--- src/rtl/raystore_resp_demux.sv ---
// raystore_resp_demux: tag-steered return demux into per-lane FWFT FIFOs, 1-cycle write-to-ds_valid latency, no bypass.
// Backpressure: pipe_stall[i] throttles the arbiter once lane i holds DEPTH-PIPE_LAT entries; RS_DEMUX_STATS_EN adds delivered_cnt/peak_occ.

module raystore_resp_fifo #(
    parameter int W     = 32,
    parameter int DEPTH = 8
) (
    input  logic                    clk,
    input  logic                    rst,
    input  logic                    push,
    input  logic [W-1:0]            push_dat,
    input  logic                    stall,
    output logic                    out_vld,
    output logic [W-1:0]            out_dat,
    output logic                    drop,
    output logic [$clog2(DEPTH):0]  count
);
    localparam int AW = $clog2(DEPTH);
    localparam int CW = AW + 1;

    logic [W-1:0]  mem [DEPTH];
    logic [AW-1:0] wr_ptr;
    logic [AW-1:0] rd_ptr;
    logic          full;
    logic          pop;
    logic          accept;

    assign out_vld = (count != '0);
    // Storage is never cleared, so gate the head to keep the idle bus at zero.
    assign out_dat = out_vld ? mem[rd_ptr] : '0;
    assign pop     = out_vld && !stall;
    assign full    = (count == CW'(DEPTH));
    // A full lane still accepts when its head leaves in the same cycle.
    assign accept  = push && (!full || pop);
    assign drop    = push && full && !pop;

    always_ff @(posedge clk or negedge rst) begin
        if (!rst) begin
            wr_ptr <= '0;
            rd_ptr <= '0;
            count  <= '0;
        end else begin
            if (accept) wr_ptr <= wr_ptr + AW'(1);
            if (pop)    rd_ptr <= rd_ptr + AW'(1);
            if (accept && !pop)      count <= count + CW'(1);
            else if (pop && !accept) count <= count - CW'(1);
        end
    end

    always_ff @(posedge clk) begin
        if (accept) mem[wr_ptr] <= push_dat;
    end
endmodule

module raystore_resp_demux #(
    parameter int N        = 4,
    parameter int W        = 32,
    parameter int DEPTH    = 8,
    parameter int PIPE_LAT = 3
) (
    input  logic                   clk,
    input  logic                   rst,
    input  logic                   pipe_valid,
    input  logic [$clog2(N)-1:0]   pipe_dest,
    input  logic [W-1:0]           pipe_data,
    output logic [N-1:0]           pipe_stall,
    output logic [N-1:0]           ds_valid,
    output logic [N*W-1:0]         ds_data,
    input  logic [N-1:0]           ds_stall,
    output logic                   overflow
`ifdef RS_DEMUX_STATS_EN
    ,
    output logic [N*16-1:0]                     delivered_cnt,
    output logic [N*($clog2(DEPTH)+1)-1:0]      peak_occ
`endif
);
    localparam int DW = $clog2(N);
    localparam int CW = $clog2(DEPTH) + 1;

    logic [N-1:0]         lane_drop;
    logic [N-1:0][CW-1:0] lane_cnt;

    for (genvar i = 0; i < N; i++) begin : g_lane
        raystore_resp_fifo #(
            .W     (W),
            .DEPTH (DEPTH)
        ) u_fifo (
            .clk      (clk),
            .rst      (rst),
            .push     (pipe_valid && (pipe_dest == DW'(i))),
            .push_dat (pipe_data),
            .stall    (ds_stall[i]),
            .out_vld  (ds_valid[i]),
            .out_dat  (ds_data[i*W +: W]),
            .drop     (lane_drop[i]),
            .count    (lane_cnt[i])
        );

        // Leaves PIPE_LAT slots of headroom for reads already in the pipe.
        assign pipe_stall[i] = (lane_cnt[i] >= CW'(DEPTH - PIPE_LAT));

`ifdef RS_DEMUX_STATS_EN
        logic [15:0]   dcnt;
        logic [CW-1:0] peak_q;

        always_ff @(posedge clk or negedge rst) begin
            if (!rst) begin
                dcnt   <= '0;
                peak_q <= '0;
            end else begin
                if (ds_valid[i] && !ds_stall[i]) dcnt <= dcnt + 16'd1;
                peak_q <= peak_occ[i*CW +: CW];
            end
        end

        assign delivered_cnt[i*16 +: 16] = dcnt;
        assign peak_occ[i*CW +: CW]      = (lane_cnt[i] > peak_q) ? lane_cnt[i] : peak_q;
`endif
    end

    always_ff @(posedge clk or negedge rst) begin
        if (!rst)            overflow <= 1'b0;
        else if (|lane_drop) overflow <= 1'b1;
    end
endmodule

--- config.mk ---
export PLATFORM = sky130hd
export DESIGN_NAME = raystore_resp_demux
export DESIGN_NICKNAME = d
export VERILOG_FILES = /design/src/rtl/raystore_resp_demux.sv
export SDC_FILE = /design/constraint.sdc
export NUM_CORES = 1
export LEC_CHECK = 0
export BUFFER_PORTS_ARGS = -buffer_cell sky130_fd_sc_hd__buf_2
export CELL_PAD_IN_SITES_DETAIL_PLACEMENT = 0
export CELL_PAD_IN_SITES_GLOBAL_PLACEMENT = 2
export CORE_ASPECT_RATIO = 1.4
export CORE_UTILIZATION = 53
export DETAILED_ROUTE_END_ITERATION = 7
export GPL_TIMING_DRIVEN = 0
export PLACE_DENSITY_LB_ADDON = 0.15
export SLEW_MARGIN = 20
export SYNTH_ARGS = -nofsm -noshare
export SYNTH_HDL_FRONTEND = slang
export SYNTH_SLANG_ARGS = --single-unit
--- constraint.sdc ---
create_clock -name clk -period 7.24 [get_ports clk]
set_input_delay 0.724 -clock clk [delete_from_list [all_inputs] [get_ports clk]]
set_output_delay 0.724 -clock clk [all_outputs]
set_load 0.02 [all_outputs]
Word level (Yosys, flattened, before mapping)
Memory sizes are Yosys's and may differ from the RTL's.
Index checks and enable logic that the tools add are counted.
Widths: inputs -> output; s select.

operators by class
  add/sub/neg operators = 16
  $mul = 0
  div/mod/pow operators = 0
  magnitude comparators = 4
  equality and inequality tests = 7
  shift operators = 0
  muxes and demuxes = 20
  bitwise operators = 0
  reduce and logical (&&, ||, !) cells = 58

operators by type and width
  cell                 number
  $mux 32              4
  $mux 4               8
  $logic_and 1x1->1    28
  $add 3x1->3 const B  8
  $add 4x1->4 const B  4
  $eq 4x4->1 const B   4
  $ge 4x3->1 const B   4
  $logic_not 1->1      16
  $reduce_bool 4->1    4
  $sub 4x1->4 const B  4
  $mux 1               8
  $reduce_bool 2->1    4
  $eq 2x2->1 const B   2
  $logic_or 1x1->1     4
  $reduce_or 4->1      1
  $eq 2x1->1 const B   1
  $logic_not 2->1      1

storage, ports and cells
  flip-flop bits (word level) = 41
  bits in latches = 0
  bits in writable memories = 1024
  memory bits (read-only) = 0
  input port bits = 41
  output and inout bits = 137
  logic and storage cells = 122
  memories = 4

memories
  memory                words  width  read ports  clocked after memory_dff  write ports  line  source
  g_lane[0].u_fifo.mem  8      32     1           0                         1            21    logic [W-1:0] mem [DEPTH];
  g_lane[1].u_fifo.mem  8      32     1           0                         1            21
  g_lane[2].u_fifo.mem  8      32     1           0                         1            21
  g_lane[3].u_fifo.mem  8      32     1           0                         1            21

Depth between registers and ports, before layout
  word-level depth = 8
  gate-level depth with buffers = 11
  gate-level depth less buffers = 11

By module
A second synthesis with hierarchy kept.

unflattened totals
  cells, all modules = 1781
  area total of the unflattened synthesis = 41342.2 um^2

by module, submodules not included
  module               times used  cells each  area an instance (um^2)  sequential area each (um^2)
  raystore_resp_fifo   4           441         10306.1                  7937.6
  raystore_resp_demux  1           17          117.6                    25.0

Least setup slack after synthesis
Ideal clock, no wire load.

  path kind = in2reg
  start = in pipe_dest[1]
  end = mem g_lane[1].u_fifo.mem[0][0] (enable)
  data arrival time = 4.378 ns
  data required time = 6.739 ns
  path slack = 2.360 ns
  stages on the path = 3
  path buffers = 0
  cells stage by stage = nand2b_1 -> a311o_2 -> nor4_1

on the way
  longest elaborated chain between the ends = 5

ends and longest elaborated chain
  item                          line  source
  from (decl)                   64    input logic [$clog2(N)-1:0] pipe_dest,
  $eq 2x1->1                    90    .push (pipe_valid && (pipe_dest == DW'(i))),
  $logic_and 1x1->1             90
  $logic_and 1x1->1             34    assign accept = push && (!full || pop);
  $mux 1                        51    if (accept) mem[wr_ptr] <= push_dat;
  $mux 1 (not written as such)  51
  to (decl)                     21

Every way passes these cells.

Final worst setup path
  start = reg g_lane[2].u_fifo.rd_ptr[1]
  end = out ds_data[86]

on the way
  longest elaborated chain between the ends = 2

ends and longest elaborated chain
  item                    line  source
  from (decl)             23    logic [AW-1:0] rd_ptr;
  from (signal assigned)  44    if (pop) rd_ptr <= rd_ptr + AW'(1);
  $mem_v2 8x32            n/a
  $mux 32                 30    assign out_dat = out_vld ? mem[rd_ptr] : '0;
  to (decl)               68    output logic [N*W-1:0] ds_data,

Every way passes these cells.

==> results.yml <==
power_and_ir_drop:
  p_int_mw: 12.8
  pwr-share-seq: 0.390
  p_sw_frac: 0.322
  comb_power_share: 0.332
  ir_drop_mv: 0.371
  p_clk_frac: 0.278
  power_mw: 18.8
  p_leak_nw: 16.2
  power_density_nw_per_um2: 391
  p_sw_mw: 6.07
sta:
  setup_slack_ns: 3.50
  final_hold_viol_count: 0
  fin_tns_setup_ns: 0
  slew_headroom: 0.349
  slew_viol_final: 0
  worst_slew_pin_slew_ns: 0.970
  min_period_ns: 3.74
  rsz0062_at_grt: "false"
  skew_ns: 0.0224
  timing.final.crit_share: 0.516
  max_freq_ghz: 0.267
  setup_viol_count_final: 0
cts:
  tritoncts: "built"
  cts_made_buffers: 97
  clk_latency_ns: 0.66
  clkSlewWorstSetupHoldPaths_ns: 0.07
  post_cts_buffers: 0
  clock_sinks: 1065
  clockBufferDepth: 3
  htreeDepth: 3
  cts_resized: 0
  cts-root-buf: "clkbuf_16"
  hold_buffers: 0
placement:
  place_ws_ns: 3.59
  placed_cells: 3203
  dp_hpwl_mm: 57.6
  io_buffers: 177
  place_congestion: 0.749
  postPlaceCellArea_um2: 44900
logic_synthesis:
  syn_nets: 1956
  synth.distinct_cells: 36
  yosysSeqAreaShare: 0.767
  ys_async_sr_fraction: 0.0385
  syn_area_per_cell_um2: 21.9
  yosys_register_bits: 1065
  postSynthCellCount: 1891
  synth_edf_count: 1024
  ys.warnings.count: 0
  synthesis.area_um2: 41500
  ys.flop_type: "edfxtp_1"
final_layout:
  stdcell_area_um2: 48100
  drive_gt1_frac: 0.336
  fin_cells: 3387
  nets: 2322
  antenna_cells: 0
  syn2layout_area_growth_pct: 16.1
setup_path:
  path_max_fanout: 10
  cp-startpoint: "g_lane[2].u_fifo.rd_ptr[1]"
  critPathKind: "flip-flop to output pin"
  cp-end-kind: "output pin"
  r2r-end: "g_lane[0].u_fifo.count[3]"
  crit_required_ns: 6.52
  crit_arrival_ns: 3.01
  worst_r2r_startpoint: "g_lane[0].u_fifo.count[0]"
  rr_worst_depth: 9
  cp-start-kind: "flip-flop"
  crit_path_end: "ds_data[86]"
  rrSetupSlack_ns: 3.80
detailed_routing:
  drt-initial-drc-count: 1325
  vias: 19200
  routedWlPerCell_um: 25.0
  drt-total-wl_mm: 84.6
  postRouteAntennaNets: 0
  dr.pass1.iters: 5
  drc_errors: 0
  vias_per_cell: 5.67
floorplan:
  rows: 121
  start_util: 0.534
  die_w_um: 238
  die_h_um: 333
  core-area_um2: 77700
  dieArea_um2: 79400
  ioPinCount: 178
global_route:
  grt_max_degree: 42
  grt_pass1_vias: 20500
  grt_pass1_wl_mm: 128
  grtUsageTotal: 0.220
  grt_overflow_total: 0
  grt_antenna_before_repair: 1
hold_path:
  hold_class: "primary input to async pin"
job:
  maxCapViolCount: 0
status:
  status: "finished clean"
placed cells by master, fill, tap and decap left out, types with 4 or more instances in the layout:
| cell type | n |
|---|---|
| edfxtp_1 | 1024 |
| mux4_2 | 256 |
| buf_2 | 227 |
| mux2i_1 | 132 |
| nor2_1 | 131 |
| clkbuf_16 | 99 |
| buf_4 | 55 |
| clkbuf_1 | 47 |
| dfrtp_1 | 41 |
| nand2_1 | 33 |
| buf_6 | 27 |
| ha_1 | 20 |
| clkinv_2 | 19 |
| xnor2_1 | 18 |
| clkinv_1 | 18 |
| nor3_1 | 16 |
| nor2_4 | 15 |
| nand2b_1 | 14 |
| o21ai_0 | 13 |
| bufinv_16 | 13 |
| nor3_2 | 12 |
| buf_16 | 10 |
| inv_1 | 9 |
| buf_12 | 9 |
| inv_2 | 7 |
| mux2_1 | 6 |
| xor2_1 | 6 |
| a21oi_1 | 5 |
| inv_6 | 5 |
| clkbuf_8 | 5 |
| nor4_4 | 4 |
| nand4_1 | 4 |
| mux2_2 | 4 |
| a21o_1 | 4 |
| a2111oi_0 | 4 |
| o31ai_1 | 4 |
| fa_1 | 4 |
per-stage QoR:
| step | util | hold slack (ns) |
|---|---|---|
| finish | 0.620 | 0.0986 |
| detailed placement | 0.578 | 0.476 |
| floorplan | - | 0.428 |
| global placement | 0.562 | 0.469 |
| CTS | 0.620 | 0.0936 |
| global route | 0.620 | 0.139 |
worst max-delay path, cell delays in order, from the launching register on:
cell and delay (ns):
dfrtp_1 0.38, clkbuf_1 0.48, buf_2 0.44, mux4_2 0.37, mux2i_1 0.42, nor2_1 0.09, buf_2 0.17
cell type report:
type	instances	area, um^2
inverters	16	60.1
fillers	5446	29500
clock inverters	61	668
plain buffers	92	571
multi-input cells	718	9260
well taps	1045	1310
clock buffers	123	2620
flip-flops and latches	1065	31800
repair buffers	267	1890
worst min-delay path by stage:
stage / slack, ns / to
2_1_floorplan: 0.43 / g_lane[0].u_fifo.count[0]
3_3_place_gp: 0.47 / overflow
3_5_place_dp: 0.48 / overflow
4_1_cts: 0.09 / g_lane[1].u_fifo.count[0]
5_1_grt: 0.14 / g_lane[1].u_fifo.count[1]
6_report: 0.1 / g_lane[2].u_fifo.count[1]
Yosys cell counts, drive strengths merged, types with 10 or more instances:
| library cell | n | area (um^2) |
|---|---|---|
| o21ai | 13 | 65.1 |
| dfrtp | 41 | 1030 |
| nor2 | 147 | 554 |
| mux2i | 132 | 1320 |
| ha | 20 | 250 |
| buf | 64 | 465 |
| nand2 | 35 | 136 |
| xnor2 | 18 | 158 |
| nand2b | 14 | 87.6 |
| edfxtp | 1024 | 30700 |
| clkbuf | 28 | 105 |
| mux2 | 10 | 113 |
| mux4 | 256 | 5770 |
| nor3 | 30 | 160 |
| inv | 16 | 60.1 |
flip-flops by register name (all words and copies together) (netlist names):
register / cells
overflow: 1
g_lane.u_fifo.mem: 1024
g_lane.u_fifo.count: 16
g_lane.u_fifo.rd_ptr: 12
g_lane.u_fifo.wr_ptr: 12
per-layer routing:
metal,wire (um),share of wire,vias up,GRT usage
met4,2090,0.025,0,0.0659
met3,4230,0.050,123,0.0380
met5,0,0,-,0
met1,32900,0.39,10100,0.277
met2,45400,0.54,461,0.389
li1,-,-,8530,-
cells by family (layout without fill, tap and decap cells):
group / count (synthesis) / count (layout) / synth area share
buf+inv: 108 / 559 / 0.0152
mux: 398 / 398 / 0.174
compound gates: 34 / 34 / 0.00589
flops: 1065 / 1065 / 0.767
xor+xnor: 24 / 24 / 0.00507
simple gates: 238 / 238 / 0.0257
fa+ha+maj: 24 / 24 / 0.00797
power groups by stage:
stage	Sequential [mW]	Combinational, mW	Clock, mW
after floorplan	7.42	4.35	0
after global placement	7.47	6.21	0
after detailed placement	7.48	6.38	0
after CTS	7.35	6.40	5.35
after global routing	7.38	6.73	5.58
final	7.35	6.26	5.24
(Power assumes the default switching activity.)
